<file path="config.mk">
export PLATFORM = sky130hd
export DESIGN_NAME = data_bus_arbiter
export DESIGN_NICKNAME = d
export VERILOG_FILES = /design/src/rtl/data_arb_pkg.sv /design/src/rtl/arb_route_fifo.sv /design/src/rtl/data_bus_arbiter.sv
export SDC_FILE = /design/constraint.sdc
export NUM_CORES = 1
export LEC_CHECK = 0
export ABC_AREA = 1
export BUFFER_PORTS_ARGS = -buffer_cell sky130_fd_sc_hd__clkbuf_2
export CAP_MARGIN = 10
export CORE_AREA = 2 2 114 116
export CTS_CLUSTER_SIZE = 25
export DETAILED_ROUTE_END_ITERATION = 10
export DIE_AREA = 0 0 116 118
export PLACE_DENSITY = 0.59
export SLEW_MARGIN = 25
export SYNTH_ARGS = -nofsm -noshare
export SYNTH_HDL_FRONTEND = slang
export SYNTH_SLANG_ARGS = --single-unit
</file>
<file path="constraint.sdc">
create_clock -name clk_i -period 2.9 [get_ports clk_i]
set_input_delay 0.87 -clock clk_i [delete_from_list [all_inputs] [get_ports clk_i]]
set_output_delay 0.87 -clock clk_i [all_outputs]
set_load 0.01 [all_outputs]
</file>
<file path="src/rtl/data_arb_pkg.sv">
// rtl/data_arb_pkg.sv - shared types and constants for the two-master data bus arbiter
package data_arb_pkg;

  localparam int NumMasters = 2;

  typedef logic [0:0] master_id_t;

  typedef enum logic [0:0] {
    ARB_IDLE,
    ARB_LOCKED
  } arb_state_e;

  // The round-robin pointer hands priority to the master that did not just win
  function automatic master_id_t other_master(input master_id_t id);
    return ~id;
  endfunction

endpackage

</file>
<file path="src/rtl/arb_route_fifo.sv">
// rtl/arb_route_fifo.sv - in-order route FIFO recording which master owns each outstanding transaction
module arb_route_fifo #(
  parameter int Width = 1,
  parameter int Depth = 4
) (
  input  logic             clk_i,
  input  logic             rstn_i,
  input  logic             push_i,
  input  logic [Width-1:0] data_i,
  input  logic             pop_i,
  output logic [Width-1:0] head_o,
  output logic             full_o,
  output logic             empty_o
);

  localparam int PtrW = $clog2(Depth);
  localparam int CntW = PtrW + 1;

  logic [Width-1:0] mem [Depth];
  logic [PtrW-1:0]  wr_ptr;
  logic [PtrW-1:0]  rd_ptr;
  logic [CntW-1:0]  count;
  logic             do_push;
  logic             do_pop;

  assign full_o  = (count == CntW'(Depth));
  assign empty_o = (count == '0);
  assign head_o  = mem[rd_ptr];

  // A pop frees the slot the same-cycle push may use, so a full FIFO still accepts push+pop
  assign do_pop  = pop_i & ~empty_o;
  assign do_push = push_i & (~full_o | do_pop);

  // Pointer and occupancy bookkeeping; pointers wrap naturally as Depth is a power of 2
  always_ff @(posedge clk_i or negedge rstn_i) begin
    if (!rstn_i) begin
      wr_ptr <= '0;
      rd_ptr <= '0;
      count  <= '0;
    end else begin
      if (do_push) wr_ptr <= wr_ptr + 1'b1;
      if (do_pop)  rd_ptr <= rd_ptr + 1'b1;
      case ({do_push, do_pop})
        2'b10:   count <= count + 1'b1;
        2'b01:   count <= count - 1'b1;
        default: count <= count;
      endcase
    end
  end

  // Storage needs no reset: entries are only read once count says they are valid
  always_ff @(posedge clk_i) begin
    if (do_push) mem[wr_ptr] <= data_i;
  end

endmodule

</file>
<file path="src/rtl/data_bus_arbiter.sv">
// rtl/data_bus_arbiter.sv - two-master round-robin data bus arbiter (DATA_ARB_FIXED_PRIO_EN: master 0 always wins)
module data_bus_arbiter
  import data_arb_pkg::*;
#(
  parameter int DataWidth      = 33,
  parameter int AddrWidth      = 32,
  parameter int MaxOutstanding = 4
) (
  input  logic                                 clk_i,
  input  logic                                 rstn_i,
  input  logic [NumMasters-1:0]                m_req_i,
  input  logic [NumMasters-1:0]                m_we_i,
  input  logic [NumMasters-1:0][3:0]           m_be_i,
  input  logic [NumMasters-1:0][AddrWidth-1:0] m_addr_i,
  input  logic [NumMasters-1:0][DataWidth-1:0] m_wdata_i,
  output logic [NumMasters-1:0]                m_gnt_o,
  output logic [NumMasters-1:0]                m_rvalid_o,
  output logic [DataWidth-1:0]                 m_rdata_o,
  output logic [NumMasters-1:0]                m_err_o,
  output logic                                 s_req_o,
  output logic                                 s_we_o,
  output logic [3:0]                           s_be_o,
  output logic [AddrWidth-1:0]                 s_addr_o,
  output logic [DataWidth-1:0]                 s_wdata_o,
  input  logic                                 s_gnt_i,
  input  logic                                 s_rvalid_i,
  input  logic [DataWidth-1:0]                 s_rdata_i,
  input  logic                                 s_err_i,
  output logic                                 protocol_err_o,
  output logic                                 busy_o
);

  arb_state_e state;
  master_id_t locked_sel;
  master_id_t idle_sel;
  master_id_t sel;
  master_id_t head;
  logic       sel_req;
  logic       grant;
  logic       pop;
  logic       fifo_full;
  logic       fifo_empty;

`ifndef DATA_ARB_FIXED_PRIO_EN
  master_id_t rr_ptr;
`endif

  // Pick a winner among current requesters; rr_ptr names the favoured master on a tie
  always_comb begin
    idle_sel = '0;
    if (m_req_i[0] && m_req_i[1]) begin
`ifdef DATA_ARB_FIXED_PRIO_EN
      idle_sel = '0;
`else
      idle_sel = rr_ptr;
`endif
    end else if (m_req_i[1]) begin
      idle_sel = 1'b1;
    end
  end

  // While locked the earlier choice is held so the slave sees a stable request
  assign sel     = (state == ARB_LOCKED) ? locked_sel : idle_sel;
  assign sel_req = m_req_i[sel];

  // Gate every combinational output with reset so outstanding activity vanishes at once
  assign s_req_o   = rstn_i & sel_req & (~fifo_full | s_rvalid_i);
  assign s_we_o    = rstn_i & m_we_i[sel];
  assign s_be_o    = rstn_i ? m_be_i[sel] : '0;
  assign s_addr_o  = rstn_i ? m_addr_i[sel] : '0;
  assign s_wdata_o = rstn_i ? m_wdata_i[sel] : '0;

  assign grant   = s_req_o & s_gnt_i;
  assign m_gnt_o = grant ? (sel ? 2'b10 : 2'b01) : 2'b00;

  assign pop        = rstn_i & s_rvalid_i & ~fifo_empty;
  assign m_rvalid_o = pop ? (head ? 2'b10 : 2'b01) : 2'b00;
  assign m_err_o    = (pop & s_err_i) ? (head ? 2'b10 : 2'b01) : 2'b00;
  assign m_rdata_o  = rstn_i ? s_rdata_i : '0;
  assign busy_o     = ~fifo_empty;

  arb_route_fifo #(
    .Width (1),
    .Depth (MaxOutstanding)
  ) u_route_fifo (
    .clk_i   (clk_i),
    .rstn_i  (rstn_i),
    .push_i  (grant),
    .data_i  (sel),
    .pop_i   (s_rvalid_i),
    .head_o  (head),
    .full_o  (fifo_full),
    .empty_o (fifo_empty)
  );

  // Arbitration FSM: lock a selection that was not granted; a dropped req releases the lock
  always_ff @(posedge clk_i or negedge rstn_i) begin
    if (!rstn_i) begin
      state          <= ARB_IDLE;
      locked_sel     <= '0;
      protocol_err_o <= 1'b0;
    end else begin
      if (s_rvalid_i && fifo_empty) protocol_err_o <= 1'b1;
      case (state)
        ARB_IDLE: begin
          if (sel_req && !grant) begin
            state      <= ARB_LOCKED;
            locked_sel <= sel;
          end
        end
        ARB_LOCKED: begin
          if (grant || !sel_req) state <= ARB_IDLE;
        end
        default: state <= ARB_IDLE;
      endcase
    end
  end

`ifndef DATA_ARB_FIXED_PRIO_EN
  // Hand priority to the other master after every granted transfer
  always_ff @(posedge clk_i or negedge rstn_i) begin
    if (!rstn_i) begin
      rr_ptr <= '0;
    end else if (grant) begin
      rr_ptr <= other_master(sel);
    end
  end
`endif

endmodule

</file>
==> summary.txt <==
Detailed Route WL = 10.3 mm
die width = 116 um
Most common cell on crit path = nor2_1
RSZ-0062 raised after global routing = yes
Reg2Reg Setup Slack = 770 ps
TritonCTS clock tree = done
Final ANT Viol Nets = 0
Critical Path AT = 1960 ps
layout overhead on the synthesized area = 89.7%
Worst Hold End = u_route_fifo.rd_ptr[1]
Min-Delay Path Class = reg -> reg
final core occ = 31.9%
Via-to-Cell Ratio = 3.98
pin count of the biggest net entering global routing = 67
placed instance count = 848
htree depth = 1
Final Slew Violations = 0
MaxCap Viol Count = 0
Worst Skew = 1.52 ps
# IOs = 292
CP Max Fanout = 19
overall routing resource usage = 12.8%
slew at the pin with the worst max-slew slack = 356 ps
1st-iter DRT viols = 158
layout cell share with drive strength beyond 1 = 46.5%
status = finished clean
Core Footprint = 0.0124 mm^2
worst path cell trace = clkbuf_2 -> inv_1 -> nor2_1 -> nand2_1 -> nand2_4 -> buf_4 -> clkbuf_16 -> o21ai_0 -> nor2_1 -> buf_2
starting density of the core = 16.8%
hpwl dp = 8.26 mm
global-route wire length before repair = 14.0 mm
GR Overflow Total = 0
top-area cell type share of the netlist area = 28.1%
nets = 873
port buffer count = 291
end of the worst register-to-register path = u_route_fifo.count[2]
Register-to-Register Path Depth = 13
Synth area leader = nor2_1
power density cells = 566 mW/mm^2
via count = 3414
Setup-failing EPs final = 0
Clock transition at path regs = 50 ps
Leak Pwr = 2.58 nW
HP Start = u_route_fifo.rd_ptr[1]
CP bufs+invs = 5
CTS sink cnt = 15
fmax = 353 MHz
dominant cells by area after synthesis = nor2_1, o21ai_0, dfrtp_1, inv_1, nand2_1
cts bufs inserted = 3
WHS Path Cells = 1
wire per inst = 12.0 um
fin cells = 858
initial antenna violation count = 0
diode count = 0
ys flop type = dfrtp_1
number of synthesized register bits = 15
Final Critical Period = 2830 ps
count leader, synth = nor2_1
share of async-settable or async-resettable flops after synthesis = 73.3%
worst setup margin = 67.1 ps
Worst path slowest cell = o21ai_0
commonest cells in the netlist = nor2_1, o21ai_0, inv_1
Pwr Total = 0.00224 W
Tcrit/Tclk final = 97.7%
die area = 0.0137 mm^2
1st-pass router iterations = 6
Longest Clk Path Bufs = 2
final weighted congestion in routability-driven placement = 0.820
Startpoint Class = input pin
Row Count = 41
Largest delay share family, worst path = buffers and inverters
worst-case hold slack = 466 ps
final-report hold violation count = 0
Reg-to-Reg Start = rr_ptr
maximum VDD drop = 195 uV
Cell variety after synth = 24
crit end category = output pin
vias in the first global route = 2864
Cells after Synth = 402
Slew HR = 76.2%
EDFF count, synth = 4
post-synthesis sequential area ratio = 18.9%
WS Path Type = in -> out
Post-Syn Area = 0.00209 mm^2
Place WS = 18.1 ps
syn avg cell area = 5.19 um^2
CP required = 2030 ps
post-synth net total = 588
CP max stage delay = 180 ps
Die Height = 118 um
Root Driver = clkbuf_16
yosys warns = 0
Clk Latency, worst-skew pair = 240 ps
DRC = 0
==> metrics by stage <==
| stage | setup TNS, ps | area [um^2] |
|---|---|---|
| 2_1_floorplan | 0 | 2090 |
| 3_3_place_gp | 0 | 3780 |
| 3_5_place_dp | 0 | 3780 |
| 4_1_cts | 0 | 3860 |
| 5_1_grt | -140 | 3960 |
| 6_report | 0 | 3960 |
==> metal layers <==
metal / share of wire [%] / up-vias / track usage, % / routed length (um)
met5: 0 / - / 0 / 0
met4: 0.78 / 0 / 2.46 / 80
met3: 9.5 / 12 / 3.24 / 977
met2: 49 / 180 / 23.2 / 4980
met1: 41 / 1433 / 15.0 / 4220
li1: - / 1789 / - / -
==> cells by family after synthesis <==
group / Yosys count / synth area share [%]
xor+xnor: 3 / 1.26
buf+inv: 82 / 16.2
flops: 15 / 18.9
compound gates: 79 / 19.7
simple gates: 217 / 39.9
fa+ha+maj: 6 / 3.96
==> state kept, by name, indices dropped and copies added, names as in the netlist <==
register	flops
state	1
u_route_fifo.mem	4
u_route_fifo.rd_ptr	2
locked_sel	1
u_route_fifo.wr_ptr	2
protocol_err_o	1
u_route_fifo.count	3
rr_ptr	1
==> cells in the final DEF (no fill, tap or decap) <==
master     instances
inv_1             54
dfrtp_1           11
nand2_1           52
clkbuf_16          5
nor2_2             1
o21ai_2            1
xnor2_1            1
a21oi_1            3
buf_4              7
a31o_2             1
a32oi_1            1
edfxtp_1           4
o21ai_0           71
buf_12             6
nand2_4            1
buf_2             14
nand2_2            1
a21oi_2            1
nor2_1           156
inv_4              1
buf_8              1
fa_1               1
nand3_1            5
ha_1               5
clkbuf_2         276
o21ai_1            1
buf_6              1
clkinv_2           1
nor2_4             1
xor2_1             2
==> worst reg2reg max path, stage by stage, from the launching register on <==
cell and delay [ps]:
dfrtp_1 370, inv_1 70, nand2_1 50, nand2_1 110
nand3_1 80, nand2_1 130, nor2_4 60, nand2_2 100
ha_1 150, inv_1 70, fa_1 430, a21oi_1 140
o21ai_0 100, xor2_1 150
==> worst max-delay path by stage <==
| stage | from | depth (start not counted) | end |
|---|---|---|---|
| after detailed placement | m_req_i[1] | 10 | s_wdata_o[4] |
| after global placement | m_req_i[1] | 10 | s_addr_o[15] |
| after floorplan | m_req_i[1] | 9 | m_gnt_o[0] |
| final | m_req_i[1] | 10 | s_wdata_o[26] |
| after global routing | m_req_i[1] | 10 | s_wdata_o[19] |
| after CTS | m_req_i[1] | 10 | s_wdata_o[4] |
==> cell type report <==
cell class / count / area (um^2)
clock buffer: 3 / 75.1
clock inverter: 1 / 5.00
fill: 1413 / 8450
inverter: 55 / 209
multi-input combinational: 305 / 1360
sequential: 15 / 395
tap: 172 / 215
timing repair buffer: 307 / 1700
==> timing repair <==
action,in CTS,in global routing
setup buffers,0,4
endpoints found under the setup margin,0,34
gates resized for setup,0,21
hold buffers,0,0
==> power breakdown <==
group / internal, W / switching, W
clock: 0.000184 / 0.0000812
sequential: 0.000303 / 0.0000613
combinational: 0.000689 / 0.000921
total: 0.00118 / 0.00106
(Power assumes the default switching activity.)
